## src/rtl/byte_frame_feeder.sv

```systemverilog
// -----------------------------------------------------------------------------
// byte_frame_feeder
//
// Upstream stage for the min/max averager. Collects one frame of DEPTH bytes
// from a host over a valid/ready handshake, and on a go request replays the
// frame to the averager: a one-cycle start pulse with byte 0, then one byte
// per cycle. It then holds off until the averager reports done and reopens
// for the next frame.
//
// Parameters:
//   WIDTH  data byte width in bits
//   DEPTH  bytes per frame (power of two, at least 2)
//   CNT_W  width of frame_count
//
// Ports:
//   clock        system clock, rising edge
//   reset        synchronous, active-high reset
//   in_data      host byte
//   in_valid     host byte valid
//   in_ready     feeder accepts a byte this cycle (registered)
//   go           request to stream the buffered frame (level-sampled)
//   sink_done    averager has finished the frame (level-sampled)
//   replay       (FEEDER_REPLAY_EN only) on sink_done, keep the frame and
//                return to FULL instead of FILL
//   data         byte to averager (registered, holds after the frame)
//   start        one-cycle pulse coinciding with frame byte 0
//   data_valid   data carries a frame byte this cycle
//   busy         high in every state except FILL
//   frame_count  completed frames, wraps
//
// Optional feature macro: FEEDER_REPLAY_EN (adds the replay input).
// -----------------------------------------------------------------------------
module byte_frame_feeder #(
  parameter int WIDTH = 8,
  parameter int DEPTH = 8,
  parameter int CNT_W = 8
) (
  input  logic             clock,
  input  logic             reset,
  input  logic [WIDTH-1:0] in_data,
  input  logic             in_valid,
  output logic             in_ready,
  input  logic             go,
  input  logic             sink_done,
`ifdef FEEDER_REPLAY_EN
  input  logic             replay,
`endif
  output logic [WIDTH-1:0] data,
  output logic             start,
  output logic             data_valid,
  output logic             busy,
  output logic [CNT_W-1:0] frame_count
);

  localparam int PTR_W = (DEPTH > 1) ? $clog2(DEPTH) : 1;

  // Last write slot of a frame, and the read pointer value reached once the
  // final byte has been presented (one past the last slot, hence PTR_W+1 bits).
  localparam logic [PTR_W-1:0] LAST_WR = PTR_W'(DEPTH - 1);
  localparam logic [PTR_W:0]   RD_END  = (PTR_W + 1)'(DEPTH);

  typedef enum logic [1:0] {
    FILL      = 2'd0,
    FULL      = 2'd1,
    STREAM    = 2'd2,
    WAIT_DONE = 2'd3
  } state_t;

  state_t           state;
  state_t           state_nxt;

  logic [PTR_W-1:0] wr_ptr;
  logic [PTR_W-1:0] wr_ptr_nxt;
  logic [PTR_W:0]   rd_ptr;
  logic [PTR_W:0]   rd_ptr_nxt;
  logic             wr_en;

  logic [WIDTH-1:0] data_nxt;
  logic             start_nxt;
  logic             data_valid_nxt;
  logic             in_ready_nxt;
  logic             busy_nxt;
  logic [CNT_W-1:0] frame_count_nxt;

  logic             replay_req;

  logic [WIDTH-1:0] mem [DEPTH];

`ifdef FEEDER_REPLAY_EN
  assign replay_req = replay;
`else
  assign replay_req = 1'b0;
`endif

  // ---------------------------------------------------------------------------
  // State register (also holds pointers and the registered outputs)
  // ---------------------------------------------------------------------------
  // NOTE: sequential state uses non-blocking assignments so every register
  // samples the pre-edge values, regardless of statement order.
  always_ff @(posedge clock) begin
    if (reset) begin
      state       <= FILL;
      wr_ptr      <= '0;
      rd_ptr      <= '0;
      in_ready    <= 1'b1;
      data        <= '0;
      start       <= 1'b0;
      data_valid  <= 1'b0;
      busy        <= 1'b0;
      frame_count <= '0;
    end else begin
      state       <= state_nxt;
      wr_ptr      <= wr_ptr_nxt;
      rd_ptr      <= rd_ptr_nxt;
      in_ready    <= in_ready_nxt;
      data        <= data_nxt;
      start       <= start_nxt;
      data_valid  <= data_valid_nxt;
      busy        <= busy_nxt;
      frame_count <= frame_count_nxt;
    end
  end

  // NOTE: the frame buffer has no reset; a frame is always fully rewritten
  // before it can be streamed, so stale contents are never observable.
  // Writes are still suppressed on a reset edge so reset wins cleanly.
  always_ff @(posedge clock) begin
    if (wr_en && !reset) begin
      mem[wr_ptr] <= in_data;
    end
  end

  // ---------------------------------------------------------------------------
  // Next-state logic
  // ---------------------------------------------------------------------------
  // NOTE: every signal assigned in a combinational block gets a default first,
  // so no path through the case statement can infer a latch.
  always_comb begin
    state_nxt = state;
    case (state)
      FILL:      if (in_valid && (wr_ptr == LAST_WR)) state_nxt = FULL;
      FULL:      if (go)                              state_nxt = STREAM;
      STREAM:    if (rd_ptr == RD_END)                state_nxt = WAIT_DONE;
      WAIT_DONE: if (sink_done)                       state_nxt = replay_req ? FULL : FILL;
      default:                                        state_nxt = FILL;
    endcase
  end

  // ---------------------------------------------------------------------------
  // Output / datapath logic: next values for the registered outputs
  // ---------------------------------------------------------------------------
  always_comb begin
    wr_en           = 1'b0;
    wr_ptr_nxt      = wr_ptr;
    rd_ptr_nxt      = rd_ptr;
    data_nxt        = data;
    start_nxt       = 1'b0;
    data_valid_nxt  = 1'b0;
    frame_count_nxt = frame_count;

    case (state)
      FILL: begin
        if (in_valid) begin
          wr_en      = 1'b1;
          wr_ptr_nxt = (wr_ptr == LAST_WR) ? '0 : wr_ptr + 1'b1;
        end
      end

      FULL: begin
        if (go) begin
          data_nxt       = mem[0];
          start_nxt      = 1'b1;
          data_valid_nxt = 1'b1;
          rd_ptr_nxt     = (PTR_W + 1)'(1);
        end
      end

      STREAM: begin
        if (rd_ptr == RD_END) begin
          // Frame finished: data keeps the last byte, valid drops.
          rd_ptr_nxt = '0;
        end else begin
          data_nxt       = mem[rd_ptr[PTR_W-1:0]];
          data_valid_nxt = 1'b1;
          rd_ptr_nxt     = rd_ptr + 1'b1;
        end
      end

      WAIT_DONE: begin
        if (sink_done) begin
          frame_count_nxt = frame_count + 1'b1;
        end
      end

      default: ;
    endcase

    // Handshake/status flags follow the state being entered, so they are
    // correct on the very edge that changes state.
    in_ready_nxt = (state_nxt == FILL);
    busy_nxt     = (state_nxt != FILL);
  end

endmodule

```

## config.mk

```make
export PLATFORM = sky130hd
export DESIGN_NAME = byte_frame_feeder
export DESIGN_NICKNAME = d
export VERILOG_FILES = /design/src/rtl/byte_frame_feeder.sv
export SDC_FILE = /design/constraint.sdc
export NUM_CORES = 1
export LEC_CHECK = 0
export CAP_MARGIN = 40
export CORE_MARGIN = 2
export CORE_UTILIZATION = 42
export DETAILED_ROUTE_END_ITERATION = 16
export DONT_BUFFER_PORTS = 1
export PLACE_DENSITY = 0.65
export SETUP_SLACK_MARGIN = 0.3
export SYNTH_ARGS = -nofsm -noshare
export SYNTH_HDL_FRONTEND = slang
export SYNTH_SLANG_ARGS = --single-unit
```

## constraint.sdc

```tcl
create_clock -name clock -period 6.93 [get_ports clock]
set_clock_uncertainty 0.2 [all_clocks]
set_input_delay 0.3465 -clock clock [delete_from_list [all_inputs] [get_ports clock]]
set_output_delay 0.3465 -clock clock [all_outputs]
set_load 0.02 [all_outputs]
```

# [After elaboration in Yosys (flattened, before gate mapping)]
# Memories as Yosys holds them, arrays and structs flattened. A register that Yosys moved wholly into a read port is not among the register bits.
# Cells that the tools add are included.
[op_classes] n_addsub=3 mul=0 div=0 order_cmp=0 n_eq_ne=7 shifts=0 muxes=21 n_bitwise=1 n_reduce_logical=12
[ops] operator="$mux 8" n=2
[ops] operator="$pmux 8 s2" n=1
[ops] operator="$mux 3" n=3
[ops] operator="$add 8x1->8 const B" n=1
[ops] operator="$mux 2" n=4
[ops] operator="$mux 4" n=2
[ops] operator="$pmux 2 s4" n=1
[ops] operator="$pmux 4 s2" n=1
[ops] operator="$mux 1" n=6
[ops] operator="$reduce_and 2->1" n=3
[ops] operator="$add 4x1->4 const B" n=1
[ops] operator="$eq 2x2->1 const B" n=2
[ops] operator="$eq 4x4->1 const B" n=1
[ops] operator="$logic_not 2->1" n=2
[ops] operator="$ne 2x2->1 const B" n=2
[ops] operator="$reduce_bool 2->1" n=2
[ops] operator="$add 3x1->3 const B" n=1
[ops] operator="$eq 3x3->1 const B" n=1
[ops] operator="$reduce_and 3->1" n=1
[ops] operator="$eq 2x1->1 const B" n=1
[ops] operator="$logic_and 1x1->1" n=2
[ops] operator="$pmux 1 s2" n=1
[ops] operator="$reduce_or 2->1" n=1
[ops] operator="$logic_not 1->1" n=1
[ops] operator="$not 1->1" n=1
[totals] register_bits=29 latchBits=0 mem_bits_rw=64 rom_bits=0 wordCells=54 n_memories=1
[memory_table] memory="mem" depth=8 width=8 rd=2 rd_ports_with_merged_regs=1 wr=1 line="87" source="logic [WIDTH-1:0] mem [DEPTH];"

# [Longest topological paths before layout]
# Gate-level depths: netlist of the first run.
[logic_depth] ltp_word=5 ltp_mapped=8 ltp_nobuf=6

# [Worst setup path after synthesis of the first run]
# OpenSTA, ideal clock, no wires.
[synth_timing] path_type="reg-to-reg" start="reg state[1]" end="mem mem[0][0] (enable)" arrival_time_ps=1695 t_required_ps=6347 slack_ps=4652 path_stages_with_launch=6 n_path_buf=0 synth_period_minus_slack_ps=2278 cell_sequence="dfxtp_1 inv_1 ha_1 nand2_1 or3_1 nor3_1"
[synth_via] elab_chain_cells=5
[synth_rtl] item="start: declaration" line="69" source="state_t state;"
[synth_rtl] item="start signal: assignment" line="112" source="state <= state_nxt;"
[synth_rtl] item="$logic_not 2->1" line="161" source="case (state)"
[synth_rtl] item="$mux 1" line="161"
[synth_rtl] item="$logic_and 1x1->1" line="128" source="if (wr_en && !reset) begin"
[synth_rtl] item="$mux 1" line="128"
[synth_rtl] item="$mux 1 (not written as such)" line="129" source="mem[wr_ptr] <= in_data;"
[synth_rtl] item="end: declaration" line="87"
# No other way between the ends.

# [Worst setup path in the final report of the first run]
[layout_timing] start="reg state[0]" end="reg data[1]"
[layout_via] elab_chain_cells=3
[layout_rtl] item="$eq 2x2->1 / $eq 2x1->1 (equally long branches)" line="161"
[layout_rtl] item="$ne 2x2->1 (no source line) / $reduce_bool 2->1 (equally long branches)"
[layout_rtl] item="$reduce_and 3->1 (no source line)"
[layout_rtl] item="end signal: assignment" line="116" source="data <= data_nxt;"
[layout_rtl] item="end: declaration" line="48" source="output logic [WIDTH-1:0] data,"
# Several ways; a longest one is shown, not always the timed one.
# A chain may end at the register's enable or synchronous reset.

==> results of run 1 <==
synth_stat cells:
cell type | instances | area share
sky130_fd_sc_hd__mux2i_1 | 8 | 0.020
sky130_fd_sc_hd__nor4_1 | 1 | 0.0016
sky130_fd_sc_hd__a31oi_1 | 2 | 0.0032
sky130_fd_sc_hd__a32oi_1 | 1 | 0.0022
sky130_fd_sc_hd__nor3b_1 | 1 | 0.0019
sky130_fd_sc_hd__edfxtp_1 | 64 | 0.49
sky130_fd_sc_hd__a21oi_1 | 8 | 0.010
sky130_fd_sc_hd__nand4_1 | 3 | 0.0047
sky130_fd_sc_hd__nand2_1 | 25 | 0.024
sky130_fd_sc_hd__nor2_1 | 25 | 0.024
sky130_fd_sc_hd__a221o_1 | 1 | 0.0025
sky130_fd_sc_hd__mux4_2 | 10 | 0.057
sky130_fd_sc_hd__or3_1 | 4 | 0.0063
sky130_fd_sc_hd__mux2_2 | 1 | 0.0028
sky130_fd_sc_hd__o21ai_0 | 2 | 0.0025
sky130_fd_sc_hd__ha_1 | 10 | 0.032
sky130_fd_sc_hd__a22o_1 | 1 | 0.0022
sky130_fd_sc_hd__clkbuf_1 | 4 | 0.0038
sky130_fd_sc_hd__mux4_1 | 6 | 0.040
sky130_fd_sc_hd__nand2b_1 | 4 | 0.0063
sky130_fd_sc_hd__a211o_1 | 8 | 0.018
sky130_fd_sc_hd__and2_1 | 1 | 0.0016
sky130_fd_sc_hd__nor4b_1 | 1 | 0.0022
sky130_fd_sc_hd__xor2_1 | 2 | 0.0044
sky130_fd_sc_hd__a21oi_2 | 8 | 0.018
sky130_fd_sc_hd__buf_12 | 2 | 0.010
sky130_fd_sc_hd__nand3_1 | 9 | 0.011
sky130_fd_sc_hd__buf_6 | 1 | 0.0028
sky130_fd_sc_hd__o21ai_1 | 4 | 0.0051
sky130_fd_sc_hd__nand3b_1 | 1 | 0.0019
sky130_fd_sc_hd__xnor2_1 | 3 | 0.0066
sky130_fd_sc_hd__buf_2 | 3 | 0.0038
sky130_fd_sc_hd__buf_1 | 2 | 0.0019
sky130_fd_sc_hd__nor3_1 | 4 | 0.0051
sky130_fd_sc_hd__nand4b_1 | 1 | 0.0022
sky130_fd_sc_hd__inv_2 | 1 | 0.00095
sky130_fd_sc_hd__dfxtp_1 | 32 | 0.16
sky130_fd_sc_hd__inv_1 | 9 | 0.0085
sky130_fd_sc_hd__a31o_1 | 1 | 0.0022
layer usage:
metal	vias up	global-route usage
met3	2	0.0541
met1	1075	0.186
met2	50	0.225
met4	0	0.0437
met5	-	0
li1	1066	-
metrics by stage:
stage / instances / area [um2]
after global routing: 409 / 4360
final: 409 / 4360
after detailed placement: 379 / 4060
after global placement: 374 / 4020
after CTS: 407 / 4340
after floorplan: 274 / 3960
worst max path at each step:
stage	start	endpoint	cells after the start
CTS	state[0]	data[1]	6
global placement	state[1]	mem[0][1]	5
floorplan	state[1]	mem[0][0]	5
detailed placement	state[0]	data[1]	6
global route	state[0]	data[1]	6
finish	state[0]	data[1]	6
timing repair:
item / CTS / global route
endpoints found under the hold margin: 92 / 0
endpoints found under the setup margin: 0 / 0
gates resized for setup: 0 / 0
hold buffers: 12 / 0
setup buffers: 0 / 0
area by class of cell:
class	count	area (um2)	area share
well taps	111	139	0.0319
clock inverters	6	35.0	0.00804
repair buffers	20	189	0.0433
flip-flops and latches	96	2560	0.588
inverters	10	37.5	0.00861
clock buffers	10	128	0.0293
multi-input cells	156	1270	0.291
worst reg2reg max path: stages, from the launching register on:
cell and delay (ns):
sky130_fd_sc_hd__dfxtp_1 0.35, sky130_fd_sc_hd__inv_1 0.11, sky130_fd_sc_hd__ha_1 0.71, sky130_fd_sc_hd__mux2_2 0.34, sky130_fd_sc_hd__nand2_1 0.33, sky130_fd_sc_hd__a211o_1 0.41, sky130_fd_sc_hd__a21oi_2 0.11
logic make-up after synthesis:
family / synth area share
xor+xnor: 0.0111
compound gates: 0.0654
flops: 0.647
simple gates: 0.0926
buf+inv: 0.0319
fa+ha+maj: 0.0316
mux: 0.120
flip-flops by register name, indices dropped and copies added (netlist names), named ones only:
| register | cells |
|---|---|
| data_valid | 1 |
| in_ready | 1 |
| rd_ptr | 4 |
| mem | 64 |
| data | 8 |
| state | 2 |
| busy | 1 |
| wr_ptr | 3 |
| start | 1 |
| frame_count | 8 |
power by group:
group | internal [uW] | leakage [uW] | switching, uW | total [uW]
sequential | 625 | 0.000837 | 20.5 | 645
clock | 129 | 0.0000817 | 181 | 309
combinational | 40.9 | 0.000479 | 44.8 | 85.7
total | 794 | 0.00140 | 246 | 1040
==> summary.txt, run 1 <==
=================================================================================================
Outcome                                                                              finished, final reports clean
Final Max Slew Viols                                                                            0
Leakage power                                                                          0.00140 uW
Power, Total                                                                              1040 uW
Number of DRC markers after the initial detailed-route iteration                               86
RSZ-0062 raised after global routing                                                           no
Filler Cell Count                                                                             816
CTS sink cnt                                                                                   96
Root buffer cell                                                                     sky130_fd_sc_hd__clkbuf_8
Cell area after synthesis                                                             0.00396 mm2
Class of the most critical setup path                                                     reg2reg
Number of buffers inserted during clock tree synthesis                                          9
Launching point of the worst reg2reg path                                                state[0]
Total nets after synthesis                                                                    297
Post-route clock period utilization                                                         0.376
Final worst setup slack                                                                   4.33 ns
Number of optimization iterations in the first detailed-route pass                              4
Worst setup slack after placement                                                         4.32 ns
Util after Layout                                                                           0.474
Transition time at the pin with the least slew margin                                    0.828 ns
Worst endpoint data arrival time                                                          2.69 ns
Worst-case clock buffer depth                                                                   2
Capturing element type of the critical path                                                  flop
Vias in the first global route                                                               2135
Post-Syn Instances                                                                            274
Routability congestion estimate                                                             0.793
Routed wirelength normalized by instance count                                            16.6 um
Clock latency at the later pin of the worst-skew pair                                     0.35 ns
Reg2Reg Capture Point                                                                     data[1]
Global-route wire length before repair                                                   10900 um
Maximum VDD drop                                                                         0.112 mV
Clock transition at path regs                                                             0.09 ns
Synth warnings                                                                                  0
Sequential cell area fraction in the yosys report                                           0.647
TritonCTS clock tree                                                                        built
Pin count of the biggest net entering global routing                                           26
Worst hold start                                                                            reset
Row count                                                                                      35
Die height                                                                                 101 um
Post-synthesis sequential element count                                                        96
ANT nets after route                                                                            0
Core Footprint                                                                        0.00920 mm2
CP Data Required Time                                                                     7.02 ns
Post-route DRC violation count                                                                  0
GRT Overall Usage                                                                           0.143
Uppermost layer routed                                                                       met4
Critical Path Slowest Stage Cell                                                     sky130_fd_sc_hd__ha_1
Area growth from synthesis to layout                                                        10.1%
Routed met1 length                                                                        3120 um
Power density of the placed cells                                                      239 mW/mm2
Total die area                                                                         0.0102 mm2
H-tree depth                                                                                    3
Number of diodes added for antenna fixing                                                       0
Starting utilization of the core area                                                       0.430
Antenna violations before repair                                                                0
Critical Path Start Type                                                                     flop
Per-cell via count in the routed design                                                      5.36
Routed wire length                                                                        6800 um
Number of failing setup endpoints in the final timing report                                    0
Routed met3 length                                                                         317 um
Length of routed met2 wiring                                                              3330 um
Cell count of the worst hold path                                                               3
Maxcap violations                                                                               0
Commonest cells after routing, fill and taps aside                                   64 x sky130_fd_sc_hd__edfxtp_1, 32 x sky130_fd_sc_hd__dfxtp_1, 25 x sky130_fd_sc_hd__nand2_1, 25 x sky130_fd_sc_hd__nor2_1, 12 x sky130_fd_sc_hd__dlygate4sd3_1
Leading cell type in the layout, fill and taps excluded                              sky130_fd_sc_hd__edfxtp_1
Reg2Reg Depth                                                                                   6
Overflow after GRT                                                                              0
Critical path cell sequence                                                          inv_1 -> ha_1 -> mux2_2 -> nand2_1 -> a211o_1 -> a21oi_2
Slowest Stage Delay on Critical Path                                                      0.71 ns
Number of distinct library cell variants in the gate-level netlist after synthesis             39
HP Class                                                                                   in2reg
Synthesized area per cell                                                                14.4 um2
Final critical-path required period                                                       2.60 ns
Worst hold margin                                                                       0.0278 ns
Hold EP                                                                                  state[0]
Half-perimeter wire length after detailed placement                                       4540 um
Peak clock frequency supported by timing                                                  384 MHz
Number of I/O port buffers                                                                      0
Setup_tns                                                                                    0 ns
WP buf/inv                                                                                      1
Final hold viol count                                                                           0
R2r setup slk                                                                             4.33 ns
Cell type group with the largest total delay on the critical path                     adder cells
Io pins                                                                                        33
Share of cells above drive strength 1                                                       0.138
Max Fanout on Critical Path                                                                    25
Horiz. Die Dim                                                                             101 um
Vias after detailed routing                                                                  2193
Relative max-transition margin                                                              0.448
Number of nets in the layout                                                                  316
=================================================================================================
(Power assumes the default switching activity.)
==> run 2, diff against run 1 <==
==> constraint.sdc (replaced) <==
create_clock -name clock -period 2.6 [get_ports clock]
set_clock_uncertainty 0.2 [all_clocks]
set_input_delay 0.13 -clock clock [delete_from_list [all_inputs] [get_ports clock]]
set_output_delay 0.13 -clock clock [all_outputs]
set_load 0.02 [all_outputs]
==> summary.txt, run 2 (synthesized netlist as in run 1, its figures left out) <==
=================================================================================
GRT Overall Usage                                                           0.150
Max Fanout on Critical Path                                                     8
Per-cell via count in the routed design                                      5.32
Overflow after GRT                                                              0
Total die area                                                         0.0102 mm2
Number of diodes added for antenna fixing                                       0
Worst-case clock buffer depth                                                   2
Capturing element type of the critical path                                  flop
Routability congestion estimate                                             0.738
CTS sink cnt                                                                   96
Number of failing setup endpoints in the final timing report                    0
Uppermost layer routed                                                       met4
Setup repair bufs after CTS                                                     0
Number of DRC markers after the initial detailed-route iteration              109
Final Max Slew Viols                                                            0
Horiz. Die Dim                                                             101 um
Die height                                                                 101 um
Cell count of the worst hold path                                               3
Worst hold margin                                                       0.0321 ns
Post-route clock period utilization                                         0.806
Leakage power                                                          0.00143 uW
Routed met1 length                                                        2990 um
Maxcap violations                                                               0
Pin count of the biggest net entering global routing                           28
Final worst setup slack                                                  0.505 ns
Critical Path Slowest Stage Cell                                     sky130_fd_sc_hd__or3_1
Io pins                                                                        33
Class of the most critical setup path                                     reg2reg
Antenna violations before repair                                                0
Worst path depth                                                                6
Reg2Reg Depth                                                                   6
Length of routed met2 wiring                                              3620 um
Relative max-transition margin                                              0.651
Leading cell type in the layout, fill and taps excluded              sky130_fd_sc_hd__edfxtp_1
Row count                                                                      35
Outcome                                                              finished, final reports clean
Routed met3 length                                                         459 um
Power density of the placed cells                                      637 mW/mm2
Largest regs                                                         mem x64, data x8, frame_count x8
Worst setup slack after placement                                        0.509 ns
Vias after detailed routing                                                  2201
ANT nets after route                                                            0
TritonCTS clock tree                                                        built
Clock latency at the later pin of the worst-skew pair                     0.37 ns
Peak clock frequency supported by timing                                  477 MHz
Maximum VDD drop                                                         0.281 mV
Max FFs per register                                                           64
Number of buffers inserted during clock tree synthesis                          9
Core Footprint                                                        0.00920 mm2
Share of cells above drive strength 1                                       0.149
Number of optimization iterations in the first detailed-route pass              4
Area growth from synthesis to layout                                        11.4%
Number of I/O port buffers                                                      0
Transition time at the pin with the least slew margin                    0.523 ns
Critical path cell sequence                                          inv_1 -> ha_1 -> nand2_1 -> or3_1 -> nor3_1 -> buf_4
Final hold viol count                                                           0
Routed wirelength normalized by instance count                            17.2 um
HP Class                                                                   in2reg
Number of nets in the layout                                                  321
Root buffer cell                                                     sky130_fd_sc_hd__clkbuf_8
H-tree depth                                                                    3
Worst endpoint data arrival time                                          1.97 ns
Vias in the first global route                                               2106
Starting utilization of the core area                                       0.430
Post-route DRC violation count                                                  0
CP Data Required Time                                                     2.47 ns
Cell type group with the largest total delay on the critical path    simple AND/OR/NAND/NOR gates
Final critical-path required period                                       2.09 ns
Commonest cells after routing, fill and taps aside                   64 x sky130_fd_sc_hd__edfxtp_1, 32 x sky130_fd_sc_hd__dfxtp_1, 25 x sky130_fd_sc_hd__nor2_1, 24 x sky130_fd_sc_hd__nand2_1, 13 x sky130_fd_sc_hd__dlygate4sd3_1
Half-perimeter wire length after detailed placement                       4590 um
Slowest Stage Delay on Critical Path                                      0.40 ns
Clock transition at path regs                                             0.10 ns
Critical Path Start Type                                                     flop
Setup_tns                                                                    0 ns
RSZ-0062 raised after global routing                                           no
Routed wire length                                                        7130 um
WP buf/inv                                                                      2
Global-route wire length before repair                                   11100 um
Filler Cell Count                                                             797
Register ranked first by flip-flop count                                      mem
=================================================================================
==> run 2: changes by cell type in the layout (fill, tap and decap cells not counted), sizes merged <==
cell | previous run | this run
buf | 8 | 12
dlygate4sd3 | 12 | 13
clkbuf | 10 | 12
clkinvlp | 1 | 0
clkinv | 4 | 3
==> run 2: layout make-up <==
| class | count | area [um2] | area share |
|---|---|---|---|
| Tap cell | 111 | 139 | 0.0315 |
| Inverter | 10 | 37.5 | 0.00852 |
| Sequential cell | 96 | 2560 | 0.581 |
| Multi-Input combinational cell | 156 | 1270 | 0.288 |
| Timing Repair Buffer | 25 | 233 | 0.0528 |
| Clock inverter | 4 | 30.0 | 0.00681 |
| Clock buffer | 12 | 135 | 0.0307 |
==> run 2: stage by stage <==
step,utilization,cell area (um2),std cells,total power (uW)
floorplan,-,3960,274,1920
global placement,0.445,4090,384,1950
detailed placement,0.445,4090,384,1950
CTS,0.479,4410,414,2840
global route,0.479,4410,414,2940
finish,0.479,4410,414,2810
==> run 2: worst min-delay path: cells and delay by family <==
| kind | cells | cell delay, ns |
|---|---|---|
| AO/OA/AOI/OAI | 1 | 0.18 |
| multiplexers | 1 | 0.17 |
| AND/OR/NAND/NOR | 1 | 0.07 |
==> run 2: worst paths after layout <==
path | startpoint | endpoint | slack (ns)
hold / removal | go | flop | 0.03
hold reg to reg | rd_ptr[3] | rd_ptr[3] | 0.33
setup reg to reg | state[1] | mem[0][2] | 0.51
setup / recovery | state[1] | mem[0][2] | 0.51
==> run 2: what timing repair did <==
action / 4_1_cts / 5_1_grt
hold buffers: 14 / 0
hold endpoints to repair: 96 / 0
setup endpoints to repair: 0 / 2
gates resized for setup: 0 / 1
==> run 2: power by group <==
group | leakage [uW] | switching [uW] | internal (uW)
combinational | 0.000510 | 133 | 111
clock | 0.0000826 | 498 | 353
sequential | 0.000837 | 45.2 | 1670
==> run 2: routing by layer <==
metal  vias up  GRT usage
li1       1072          -
met1      1071      0.179
met2        52      0.249
met3         6     0.0638
met4         0     0.0405
met5         -          0
==> run 3, diff against run 2 <==
==> constraint.sdc (replaced) <==
create_clock -name clock -period 1.95 [get_ports clock]
set_clock_uncertainty 0.2 [all_clocks]
set_input_delay 0.0975 -clock clock [delete_from_list [all_inputs] [get_ports clock]]
set_output_delay 0.0975 -clock clock [all_outputs]
set_load 0.02 [all_outputs]
==> summary.txt, run 3 (synthesized netlist as in run 1, its figures left out) <==
=================================================================================
Overflow after GRT                                                              0
Routability congestion estimate                                             0.745
Routed wire length                                                        8460 um
Final critical-path required period                                       1.90 ns
Global-route wire length before repair                                   13100 um
Pin count of the biggest net entering global routing                           29
Antenna violations before repair                                                0
Maxcap violations                                                               0
Clock transition at path regs                                             0.10 ns
Leading cell type in the layout, fill and taps excluded              sky130_fd_sc_hd__edfxtp_1
Power density of the placed cells                                      806 mW/mm2
Number of diodes added for antenna fixing                                       0
Critical Path Start Type                                                     flop
Number of nets in the layout                                                  353
Final Max Slew Viols                                                            0
Capturing element type of the critical path                                  flop
CTS sink cnt                                                                   96
WP buf/inv                                                                      2
Row count                                                                      35
Worst-case clock buffer depth                                                   2
Number of buffers inserted during clock tree synthesis                          9
Maximum VDD drop                                                         0.371 mV
Register ranked first by flip-flop count                                      mem
Origin of the worst setup path                                           state[0]
R2r setup slk                                                             0.05 ns
CP Data Required Time                                                     1.83 ns
Half-perimeter wire length after detailed placement                       4790 um
Outcome                                                              finished, violations left
Final hold viol count                                                          31
Class of the most critical setup path                                     reg2reg
RSZ-0062 raised after global routing                                          yes
Critical Path Slowest Stage Cell                                     sky130_fd_sc_hd__or3_4
Hold-fix buffers, CTS                                                          10
Leakage power                                                          0.00171 uW
Reg2Reg Capture Point                                                   mem[0][7]
Worst path depth                                                                6
Util after Layout                                                           0.567
Starting utilization of the core area                                       0.430
Number of failing setup endpoints in the final timing report                    0
Relative max-transition margin                                              0.640
Vias in the first global route                                               2555
Die height                                                                 101 um
HP Class                                                                   in2reg
Horiz. Die Dim                                                             101 um
H-tree depth                                                                    3
ANT nets after route                                                            0
Root buffer cell                                                     sky130_fd_sc_hd__clkbuf_8
Vias after detailed routing                                                  2402
Commonest cells after routing, fill and taps aside                   64 x sky130_fd_sc_hd__edfxtp_1, 29 x sky130_fd_sc_hd__dfxtp_1, 20 x sky130_fd_sc_hd__nand2_1, 18 x sky130_fd_sc_hd__buf_6, 17 x sky130_fd_sc_hd__nor2_1
Launching point of the worst reg2reg path                                state[0]
Number of I/O port buffers                                                      0
Number of optimization iterations in the first detailed-route pass              4
Largest regs                                                         mem x64, data x8, frame_count x8
Transition time at the pin with the least slew margin                    0.540 ns
Reg2Reg Depth                                                                   6
Worst endpoint data arrival time                                          1.78 ns
Share of cells above drive strength 1                                       0.394
Area growth from synthesis to layout                                        31.8%
Final worst setup slack                                                 0.0463 ns
Post-route clock period utilization                                         0.976
TritonCTS clock tree                                                        built
Per-cell via count in the routed design                                      5.39
Number of DRC markers after the initial detailed-route iteration               92
Worst hold margin                                                       -0.412 ns
Violations in the final reports                                       hold timing
Cell type group with the largest total delay on the critical path    simple AND/OR/NAND/NOR gates
Post-route DRC violation count                                                  0
Filler Cell Count                                                             715
Crit path capture                                                       mem[0][7]
Worst setup slack after placement                                       0.0502 ns
Io pins                                                                        33
Slowest Stage Delay on Critical Path                                      0.43 ns
GRT Overall Usage                                                           0.174
Routed wirelength normalized by instance count                            19.0 um
Total die area                                                         0.0102 mm2
Peak clock frequency supported by timing                                  525 MHz
Clock latency at the later pin of the worst-skew pair                     0.36 ns
Critical path cell sequence                                          inv_4 -> ha_4 -> nand2_4 -> or3_4 -> nor3_4 -> buf_12
Max Fanout on Critical Path                                                     8
Max FFs per register                                                           64
Core Footprint                                                        0.00920 mm2
=================================================================================
-- run 3: changes by cell type in the layout (fill, tap and decap cells not counted), sizes merged --
| cell | before | now |
|---|---|---|
| nand2 | 25 | 26 |
| clkinvlp | 0 | 2 |
| dlygate4sd3 | 13 | 10 |
| buf | 12 | 46 |
| bufinv | 0 | 2 |
| clkbuf | 12 | 9 |
| inv | 11 | 10 |
-- run 3: stage by stage --
stage | setup TNS (ns) | instance area [um2] | cells | total power, uW
after floorplan | 0 | 4090 | 274 | 2600
after global placement | 0 | 4270 | 389 | 2650
after detailed placement | 0 | 4270 | 389 | 2660
after CTS | 0 | 5000 | 439 | 4200
after global routing | -0.00648 | 5220 | 446 | 4380
final | 0 | 5220 | 446 | 4210
-- run 3: worst min path at each step --
stage	end	slack (ns)	cells after the start	start
2_1_floorplan	mem[0][0]	-0.004	0	in_data[0]
3_3_place_gp	data[5]	-0.04	1	reset
3_5_place_dp	data[2]	-0.03	1	reset
4_1_cts	data[2]	-0.43	1	reset
5_1_grt	data[4]	-0.44	1	reset
6_report	wr_ptr[0]	-0.41	1	reset
-- run 3: repair_timing --
item	4_1_cts	5_1_grt
cloned	1	1
pin swaps	26	25
gates resized for setup	42	31
setup endpoints to repair	86	91
setup buffers	23	6
endpoints found under the hold margin	96	31
-- run 3: per-layer routing --
metal	part of all wire	track usage	wire length, um
met2	0.52	0.306	4410
met5	0	0	0
met4	0.0084	0.0572	71
met1	0.43	0.205	3610
met3	0.043	0.0485	365
-- run 3: layout make-up --
cell class / instances / area [um2] / area share
sequential: 96 / 2570 / 0.493
multi-input combinational: 157 / 1580 / 0.302
timing repair buffer: 56 / 666 / 0.128
tap: 111 / 139 / 0.0266
clock buffer: 9 / 124 / 0.0237
clock inverter: 7 / 96.3 / 0.0185
inverter: 10 / 42.5 / 0.00816
-- run 3: report_power, final --
group / leakage [uW] / switching (uW) / total, uW / internal (uW)
sequential: 0.000839 / 64.7 / 2290 / 2220
combinational: 0.000769 / 236 / 504 / 269
clock: 0.000103 / 694 / 1420 / 722
